$ cat src/rtl/ca_pkg.sv
// ca_pkg
// Definitions shared by the cellular-automaton row engine and its
// next-generation evaluator:
//   RULE_W   width of a Wolfram rule number (8 bits, rules 0-255)
//   state_t  frame-generation FSM states (IDLE, EMIT, NEXT, DONE)
//   nbrIdx   packs a 3-cell neighbourhood into a rule-bit index
// Build option CA_WRAP_EN (used by ca_next_row) selects a toroidal boundary.
`timescale 1ns/1ps

package ca_pkg;

  localparam int RULE_W = 8;

  typedef enum logic [1:0] {
    ST_IDLE = 2'd0,
    ST_EMIT = 2'd1,
    ST_NEXT = 2'd2,
    ST_DONE = 2'd3
  } state_t;

  // The left neighbour is the most significant bit of the index, which is the
  // ordering that makes the index select bit n of the Wolfram rule number.
  function automatic logic [2:0] nbrIdx(input logic left, input logic centre,
                                        input logic right);
    return {left, centre, right};
  endfunction

endpackage

$ cat src/rtl/ca_next_row.sv
// ca_next_row
// Purely combinational next-generation evaluator for a 1-D elementary
// cellular automaton. Every cell of the row is updated in parallel from its
// three-cell neighbourhood using the supplied rule number.
// Ports:
//   i_row   [WIDTH-1:0]   current generation, bit i = cell x=i
//   i_rule  [RULE_W-1:0]  Wolfram rule number
//   o_next  [WIDTH-1:0]   next generation
// Build option CA_WRAP_EN:
//   defined   - toroidal boundary, cell 0 and cell WIDTH-1 are neighbours
//   undefined - null boundary, cells beyond the row read as dead
`timescale 1ns/1ps

module ca_next_row
  import ca_pkg::*;
#(
  parameter int WIDTH = 640
) (
  input  logic [WIDTH-1:0]  i_row,
  input  logic [RULE_W-1:0] i_rule,
  output logic [WIDTH-1:0]  o_next
);

  logic             w_edgeL;
  logic             w_edgeR;
  logic [WIDTH+1:0] w_ext;

  // Values seen beyond the left end of cell 0 and the right end of cell WIDTH-1.
`ifdef CA_WRAP_EN
  assign w_edgeL = i_row[WIDTH-1];
  assign w_edgeR = i_row[0];
`else
  assign w_edgeL = 1'b0;
  assign w_edgeR = 1'b0;
`endif

  // Row padded with one boundary cell on each side so every real cell has a
  // uniform neighbourhood: cell i sees w_ext[i], w_ext[i+1], w_ext[i+2].
  assign w_ext = {w_edgeR, i_row, w_edgeL};

  for (genvar i = 0; i < WIDTH; i++) begin : g_cell
    assign o_next[i] = i_rule[nbrIdx(w_ext[i], w_ext[i+1], w_ext[i+2])];
  end

endmodule

$ cat src/rtl/ca_row_engine.sv
// ca_row_engine
// Elementary cellular-automaton frame generator. On a start request it latches
// a rule and a seed row, then streams HEIGHT generations of a WIDTH-cell row as
// a raster of 1-bit pixels over a valid/ready handshake, one pixel per transfer,
// with one idle cycle between rows while the next generation is computed.
// Ports:
//   iCLK      clock
//   iRST_N    asynchronous active-low reset
//   iStart    start-frame request, honoured only when idle
//   iClear    synchronous abort back to idle, no completion pulse
//   iRule     rule number, latched at start
//   iSeedSel  0: single live cell at WIDTH/2, 1: use iSeed
//   iSeed     seed row, bit i = cell x=i, latched at start
//   oValid    pixel available
//   iReady    sink accepts the pixel when oValid & iReady
//   oPix      cell state of the pixel (1 = live)
//   oX, oY    pixel column / generation number
//   oBusy     high from start accept until the return to idle
//   oDone     one-cycle pulse after the last pixel of a frame transferred
// Build option CA_WRAP_EN (in ca_next_row) selects a toroidal row boundary.
`timescale 1ns/1ps

module ca_row_engine
  import ca_pkg::*;
#(
  parameter int WIDTH  = 640,
  parameter int HEIGHT = 480,
  parameter int XW     = 10,
  parameter int YW     = 10
) (
  input  logic              iCLK,
  input  logic              iRST_N,
  input  logic              iStart,
  input  logic              iClear,
  input  logic [RULE_W-1:0] iRule,
  input  logic              iSeedSel,
  input  logic [WIDTH-1:0]  iSeed,
  output logic              oValid,
  input  logic              iReady,
  output logic              oPix,
  output logic [XW-1:0]     oX,
  output logic [YW-1:0]     oY,
  output logic              oBusy,
  output logic              oDone
);

  localparam logic [XW-1:0]    X_LAST      = XW'(WIDTH - 1);
  localparam logic [YW-1:0]    Y_LAST      = YW'(HEIGHT - 1);
  localparam logic [WIDTH-1:0] CENTRE_SEED = WIDTH'(1) << (WIDTH / 2);

  state_t              r_state;
  logic [WIDTH-1:0]    r_row;
  logic [RULE_W-1:0]   r_rule;
  logic [XW-1:0]       r_x;
  logic [YW-1:0]       r_y;
  logic                r_valid;
  logic                r_pix;
  logic                r_busy;
  logic                r_done;

  logic [WIDTH-1:0]    w_nextRow;
  logic [WIDTH-1:0]    w_seedRow;
  logic [WIDTH-1:0]    w_rowShift;
  logic [XW-1:0]       w_xInc;
  logic                w_xLast;
  logic                w_yLast;

  ca_next_row #(
    .WIDTH (WIDTH)
  ) u_nextRow (
    .i_row  (r_row),
    .i_rule (r_rule),
    .o_next (w_nextRow)
  );

  assign w_seedRow  = iSeedSel ? iSeed : CENTRE_SEED;
  assign w_xInc     = r_x + XW'(1);
  assign w_xLast    = (r_x == X_LAST);
  assign w_yLast    = (r_y == Y_LAST);
  // The pixel register is loaded one column ahead, so the cell that becomes
  // visible after a transfer is picked out by shifting rather than indexing.
  assign w_rowShift = r_row >> w_xInc;

  // Frame FSM. All outputs are registers updated together with the state, so
  // oPix/oX/oY always describe the pixel currently offered and simply hold
  // while the sink stalls. iClear is checked before the state decode so an
  // abort takes priority over a start request arriving in the same cycle.
  always_ff @(posedge iCLK or negedge iRST_N) begin
    if (!iRST_N) begin
      r_state <= ST_IDLE;
      r_row   <= '0;
      r_rule  <= '0;
      r_x     <= '0;
      r_y     <= '0;
      r_valid <= 1'b0;
      r_pix   <= 1'b0;
      r_busy  <= 1'b0;
      r_done  <= 1'b0;
    end else begin
      r_done <= 1'b0;
      if (iClear) begin
        r_state <= ST_IDLE;
        r_valid <= 1'b0;
        r_busy  <= 1'b0;
        r_x     <= '0;
        r_y     <= '0;
      end else begin
        case (r_state)
          ST_IDLE: begin
            if (iStart) begin
              r_rule  <= iRule;
              r_row   <= w_seedRow;
              r_x     <= '0;
              r_y     <= '0;
              r_pix   <= w_seedRow[0];
              r_valid <= 1'b1;
              r_busy  <= 1'b1;
              r_state <= ST_EMIT;
            end
          end
          ST_EMIT: begin
            if (r_valid && iReady) begin
              if (!w_xLast) begin
                r_x   <= w_xInc;
                r_pix <= w_rowShift[0];
              end else if (!w_yLast) begin
                r_valid <= 1'b0;
                r_state <= ST_NEXT;
              end else begin
                r_valid <= 1'b0;
                r_done  <= 1'b1;
                r_state <= ST_DONE;
              end
            end
          end
          ST_NEXT: begin
            r_row   <= w_nextRow;
            r_x     <= '0;
            r_y     <= r_y + YW'(1);
            r_pix   <= w_nextRow[0];
            r_valid <= 1'b1;
            r_state <= ST_EMIT;
          end
          ST_DONE: begin
            r_busy  <= 1'b0;
            r_state <= ST_IDLE;
          end
          default: begin
            r_valid <= 1'b0;
            r_busy  <= 1'b0;
            r_state <= ST_IDLE;
          end
        endcase
      end
    end
  end

  assign oValid = r_valid;
  assign oPix   = r_pix;
  assign oX     = r_x;
  assign oY     = r_y;
  assign oBusy  = r_busy;
  assign oDone  = r_done;

endmodule
$ cat config.mk
export PLATFORM = sky130hd
export DESIGN_NAME = ca_row_engine
export DESIGN_NICKNAME = d
export VERILOG_FILES = /design/src/rtl/ca_pkg.sv /design/src/rtl/ca_next_row.sv /design/src/rtl/ca_row_engine.sv
export SDC_FILE = /design/constraint.sdc
export NUM_CORES = 2
export LEC_CHECK = 0
export CORE_UTILIZATION = 45
export DETAILED_ROUTE_END_ITERATION = 10
export GPL_TIMING_DRIVEN = 0
export MAX_ROUTING_LAYER = met4
export PLACE_DENSITY_LB_ADDON = 0.15
export RECOVER_POWER = 50
export REMOVE_ABC_BUFFERS = 1
export SYNTH_ARGS = -nofsm -noshare
export SYNTH_HDL_FRONTEND = slang
export SYNTH_SLANG_ARGS = --single-unit
$ cat constraint.sdc
create_clock -name iCLK -period 7.1 [get_ports iCLK]
set_input_delay 1.065 -clock iCLK [delete_from_list [all_inputs] [get_ports iCLK]]
set_output_delay 1.065 -clock iCLK [all_outputs]
set_load 0.02 [all_outputs]
* After elaboration in Yosys (flattened, before gate mapping)
Cells that the tools add are included.
** Storage, ports and cells
- Flip-flop bits (word level) :: 674
- Bits of input ports :: 654
- Output and inout bits :: 24
- Logic and storage cells :: 1992
** Cells by class
- Add/subtract/negate cells :: 2
- Order comparisons :: 640
- Eq/ne operators :: 12
- Shift operators :: 1
- Multiplexer cells :: 1312
- Bitwise gates (word level) :: 1
- Reductions and logical operators :: 15
** Operators by type and width (number)
- < comparator 3 x 4 -> 1 bit, second input constant :: 639
- binary-select mux 1 bit (select 3 bit) :: 638
- two-way mux 640 bit :: 2
- case mux 640 bit (2 select lines) :: 1
- two-way mux 1 bit :: 654
- right shift 640 x 10 -> 1 bit :: 1
- two-way mux 10 bit :: 5
- case mux 10 bit (3 select lines) :: 1
- adder 10 x 1 -> 10 bit, second input constant :: 2
- case mux 10 bit (2 select lines) :: 1
- inequality test 3 bit, second input constant :: 4
- == test 10 bit, second input constant :: 1
- == test 10 x 9 -> 1 bit, second input constant :: 1
- AND reduction 3 bit :: 3
- nonzero test 3 bit :: 3
- two-way mux 2 bit :: 4
- case mux 2 bit (4 select lines) :: 1
- AND reduction 4 bit :: 2
- inequality test 2 bit, second input constant :: 3
- case mux 1 bit (3 select lines) :: 2
- AND reduction 5 bit :: 1
- binary-select mux 1 bit (select 2 bit) :: 2
- == test 2 bit, second input constant :: 2
- < comparator 2 x 4 -> 1 bit, second input constant :: 1
- other kinds (8) :: 9

* Depth between registers and ports, before layout
- Word-level depth :: 6
- Mapped depth :: 15
- Depth with buffers taken out :: 10

* Cells and area by module
From an unflattened synthesis, not the netlist that was laid out.
** Unflattened totals
- Cell total of the unflattened synthesis :: 9921
- Area, all modules :: 77486.8 µm²
** By module, submodules not included
- ca_next_row :: instances 1, cells each 6391, area an instance 42593.4 µm², sequential area each 0.0 µm²
- ca_row_engine :: instances 1, cells each 3530, area an instance 34893.5 µm², sequential area each 16866.2 µm²

* Worst setup path before layout
No wires, ideal clock.
- Kind :: flip-flop to flip-flop
- Start :: reg r_x[1] (netlist: oX[1])
- End :: reg r_pix (netlist: oPix)
- Library setup time :: 0.142 ns
- Arrival time :: 2.838 ns
- Required time :: 6.958 ns
- Slack :: 4.120 ns
- Stages on the path, launching flop included :: 11
- Path buffers :: 2
- Clock period less this slack :: 2.980 ns
- Path through :: dfrtp_1 ha_1 buf_4 inv_4 buf_12 mux4_2 mux4_2 a21oi_1 nor4_1 o41ai_2 a41oi_1
** Between the ends
- Cells in the longest elaborated chain, start to end :: 5
- Elaborated cells on any way between the ends :: 8
- Classes of those cells :: add/sub (1); eq/ne (2); shift (1); mux (3); reduce/logical (1)
** RTL lines
- start: declaration :: line ca_row_engine.sv:54 : logic [XW-1:0] r_x;
- start signal: assignment :: line ca_row_engine.sv:124 : r_x <= w_xInc;
- adder 10 x 1 -> 10 bit :: line ca_row_engine.sv:77 : assign w_xInc = r_x + XW'(1);
- right shift 640 x 10 -> 1 bit :: line ca_row_engine.sv:82 : assign w_rowShift = r_row >> w_xInc;
- two-way mux 1 bit :: line ca_row_engine.sv:123 : if (!w_xLast) begin
- two-way mux 1 bit :: line ca_row_engine.sv:122 : if (r_valid && iReady) begin
- case mux 1 bit (3 select lines) :: line ca_row_engine.sv:108 : case (r_state)
- end signal: assignment :: line ca_row_engine.sv:115 : r_pix <= w_seedRow[0];
- end signal: assignment :: line ca_row_engine.sv:125 : r_pix <= w_rowShift[0];
- end signal: assignment :: line ca_row_engine.sv:140 : r_pix <= w_nextRow[0];
- end: declaration :: line ca_row_engine.sv:57 : logic r_pix;
Several ways; a longest one is shown, not always the timed one. The select of a mux whose other input is x is not followed.
A chain may end at the register's enable or synchronous reset.

* Final worst setup path
- Start :: reg r_x[3] (netlist: oX[3])
- End :: reg r_pix (netlist: oPix)
Same word-level chain as after synthesis.

==> flow_summary_export.csv <==
group,metric,value,unit
status,status,"finished with violations",
status,violations,"capacitance limit, slew limit",
layout,layout_commonest_cell,"mux4_2",
grt,use_met3,7.92,%
grt,top_usage_layer,"met2",
synth,synthArstFlopShare,100,%
min_path,min_from,"oBusy$_DFFE_PN0P_",
min_path,worstHoldPathCells,2,
sta,slew_viol_final,471,
critical_path,critPathCaptureType,"flop",
synth,synth.distinct_cells,64,
grt,use_met2,47.0,%
synth,synth_seq_area_share,22.3,%
synth,synth_cells,6762,
clocking,cts_setup_buffers,0,
place,portBuffers,677,
min_path,hold_end,"oBusy$_DFFE_PN0P_",
route,vias,61737,
critical_path,path_buf_inv,3,
route,routedWlPerCell,31.9,um
synth,ys_ff_latch,674,
floorplan,rows,150,
floorplan,start_util,45.2,%
critical_path,rr_worst_depth,11,
sta,setup_slack,1.47,ns
sta,rsz0062_at_grt,"no",
critical_path,cp.arrival,6.20,ns
sta,setup-tns-final,0,ns
sta,finalCritPeriodShare,79.4,%
min_path,hp-class,"flop to flop",
grt,grt_pass1_wl,413000,um
grt,antenna_found_initial,117,
layout,final_nets,6873,
layout,drive_gt1_share,39.5,%
critical_path,crit_slowest_cell,"clkinv_1",
synth,synth_area,0.0756,mm^2
synth,synth_edf_count,0,
floorplan,core_region_area,0.167,mm^2
route,initialDrtViolationCount,7621,
layout,instances_no_fill,8609,
sta,period_needed,5.63,ns
clocking,clock_latency,0.75,ns
route,vias_per_cell,7.17,
route,drc_errors,0,
sta,max_freq,177,MHz
sta,max_slew_margin,-96.0,%
clocking,hold_buffers,0,
critical_path,reg2reg_to,"oPix$_DFFE_PN0P_",
grt,grt_pass1_vias,59316,
place,post_dp_cell_area,0.0840,mm^2
critical_path,path_cells,"clkinv_1 -> xnor2_4 -> buf_12 -> nor2_2 -> buf_8 -> nand4_1 -> nand4_1 -> nor3_1 -> a2111oi_0 -> a41oi_1 -> a41oi_1",
sta,worst-slew-pin-transition,2.94,ns
layout,area_delta_synth_final,15.7,%
clocking,numCtsBuffers,94,
grt,grt_overflow_total,0,
clocking,cts.sinks,674,
critical_path,cp_data_required_time,7.67,ns
sta,finalHoldViolations,0,
sta,setup_viol,0,
floorplan,io_pins,678,
place,dpl.hpwl,174000,um
route,ant_nets,0,
layout,fill_cells,14246,
grt,grt_max_degree,102,
floorplan,die-width,412,um
floorplan,fp.dieH,412,um
route,drt_pass1_iterations,6,
sta,clock-skew-final,0.0304,ns
critical_path,max_stage_delay,1.23,ns
synth,syn_avg_cell_area,11.2,um^2
clocking,cts_tree,"built",
place,dp_cells,8321,
grt,grt_util_all_layers,32.9,%
layout,final_cell_mix,"mux4_2 (1,409), nor2_1 (682), clkdlybuf4s50_1 (675)",
place,finalWeightedCongestion,0.798,
synth,synthFlopType,"dfrtp_1",
critical_path,crit_type,"flop to flop",
sta,hold_ws,0.535,ns
power_and_ir_drop,power_density,488,mW/mm^2
critical_path,path_max_fanout,14,
power_and_ir_drop,power.leakage,30.3,nW
clocking,htree_levels,3,
synth,yosysWarnings,0,
place,pre_cts_slack,1.50,ns
critical_path,start_kind,"flop",
layout,design_area,0.0874,mm^2
clocking,cts_buffer_depth,3,
critical_path,crit_family,"buffers and inverters",
critical_path,crit_start,"oX[3]$_DFFE_PN0P_",
clocking,clk_pin_slew,0.06,ns
clocking,cts_resized,0,
floorplan,dieArea,0.170,mm^2
critical_path,r2r_start,"oX[3]$_DFFE_PN0P_",
power_and_ir_drop,peakVddDrop,0.000300,V
grt,grt.met1_usage,46.1,%
job,maxCapViolations,6,
route,routed_wl,275000,um
clocking,root_buffer,"clkbuf_16",
critical_path,ff2ff_setup_slack,1.47,ns
[stage by stage]
| stage | utilization [%] | power [mW] |
|---|---|---|
| 2_1_floorplan | - | 23.2 |
| 3_3_place_gp | 47.3 | 21.4 |
| 3_5_place_dp | 50.3 | 37.2 |
| 4_1_cts | 52.2 | 42.5 |
| 5_1_grt | 52.3 | 45.1 |
| 6_report | 52.3 | 42.6 |
[area by class of cell]
cell class / instances / area, um^2 / area share (%)
Antenna cell: 114 / 285 / 0.326
Clock buffer: 149 / 2900 / 3.32
Clock inverter: 25 / 348 / 0.398
Inverter: 10 / 45.0 / 0.0515
Multi-Input combinational cell: 4515 / 52700 / 60.3
Sequential cell: 674 / 16900 / 19.3
Tap cell: 2204 / 2760 / 3.16
Timing Repair Buffer: 918 / 11400 / 13.1
[metal layers]
| layer | vias up | part of all wire (%) |
|---|---|---|
| met1 | 32707 | 40 |
| li1 | 25243 | - |
| met4 | 0 | 2.7 |
| met3 | 367 | 10 |
| met5 | - | 0 |
| met2 | 3420 | 47 |
[registers in the layout, summed over array words and instances (netlist names)]
| signal | cells |
|---|---|
| oBusy | 1 |
| oX | 10 |
| r_state | 2 |
| r_rule | 8 |
| oValid | 1 |
| oY | 10 |
| r_row | 640 |
| oDone | 1 |
| oPix | 1 |
[synthesized netlist by cell type (all sizes together) (2+ instances only)]
cell type	instances	area share, %
a2111oi	2	0.023
a211oi	6	0.060
a21oi	659	4.4
a221oi	4	0.046
a22o	2	0.023
a22oi	640	6.4
a31oi	13	0.12
a32oi	18	0.21
a41oi	3	0.035
and2	3	0.025
and3	4	0.046
buf	135	0.94
clkbuf	1428	7.1
dfrtp	674	22
ha	6	0.099
inv	9	0.048
mux2	645	9.6
mux2i	41	0.54
mux4	1409	42
nand2	168	0.83
nand2b	4	0.033
nand3	73	0.52
nand3b	2	0.020
nand4	28	0.23
nor2	691	3.4
nor2b	7	0.058
nor3	8	0.053
nor3b	2	0.020
nor4	2	0.017
o2111ai	2	0.023
o21ai	26	0.17
o21bai	2	0.020
o22ai	3	0.025
o31ai	5	0.050
o41ai	2	0.033
or4	2	0.020
xnor2	13	0.21
xor2	10	0.16
[logic make-up after synthesis]
group | count (synthesis) | synth area share [%]
AO/OA/AOI/OAI | 1393 | 11.6
XOR/XNOR | 23 | 0.366
adder cells (fa/ha/maj) | 6 | 0.0993
buffers and inverters | 1573 | 8.08
flip-flops | 674 | 22.3
multiplexers | 2095 | 52.1
AND/OR/NAND/NOR | 998 | 5.36
[worst reg2reg max path: stages, from the launching register on]
cell,delay [ns]
dfrtp_1,1.01
clkinv_1,1.25
xnor2_4,0.88
buf_12,0.27
nor2_2,0.16
buf_8,0.24
nand4_1,0.14
nand4_1,0.31
nor3_1,0.51
a2111oi_0,0.13
a41oi_1,0.40
a41oi_1,0.18
[where the power goes]
group / switching [mW] / total (mW) / leakage, nW / internal, mW
clock network: 2.12 / 5.20 / 1.61 / 3.08
registers: 5.54 / 11.2 / 7.81 / 5.68
logic: 9.31 / 26.2 / 20.8 / 16.9
[how the worst max path moves through the flow]
stage | end | slack, ns | depth (start not counted)
2_1_floorplan | r_row[638]$_DFFE_PN0P_ | -73.23 | 5
3_3_place_gp | r_row[638]$_DFFE_PN0P_ | -286.50 | 5
3_5_place_dp | oPix$_DFFE_PN0P_ | 1.50 | 11
4_1_cts | oPix$_DFFE_PN0P_ | 1.49 | 11
5_1_grt | r_rule[2]$_DFFE_PN0P_ | 0.72 | 3
6_report | oPix$_DFFE_PN0P_ | 1.47 | 11
Power figures use the tool's default switching activity.
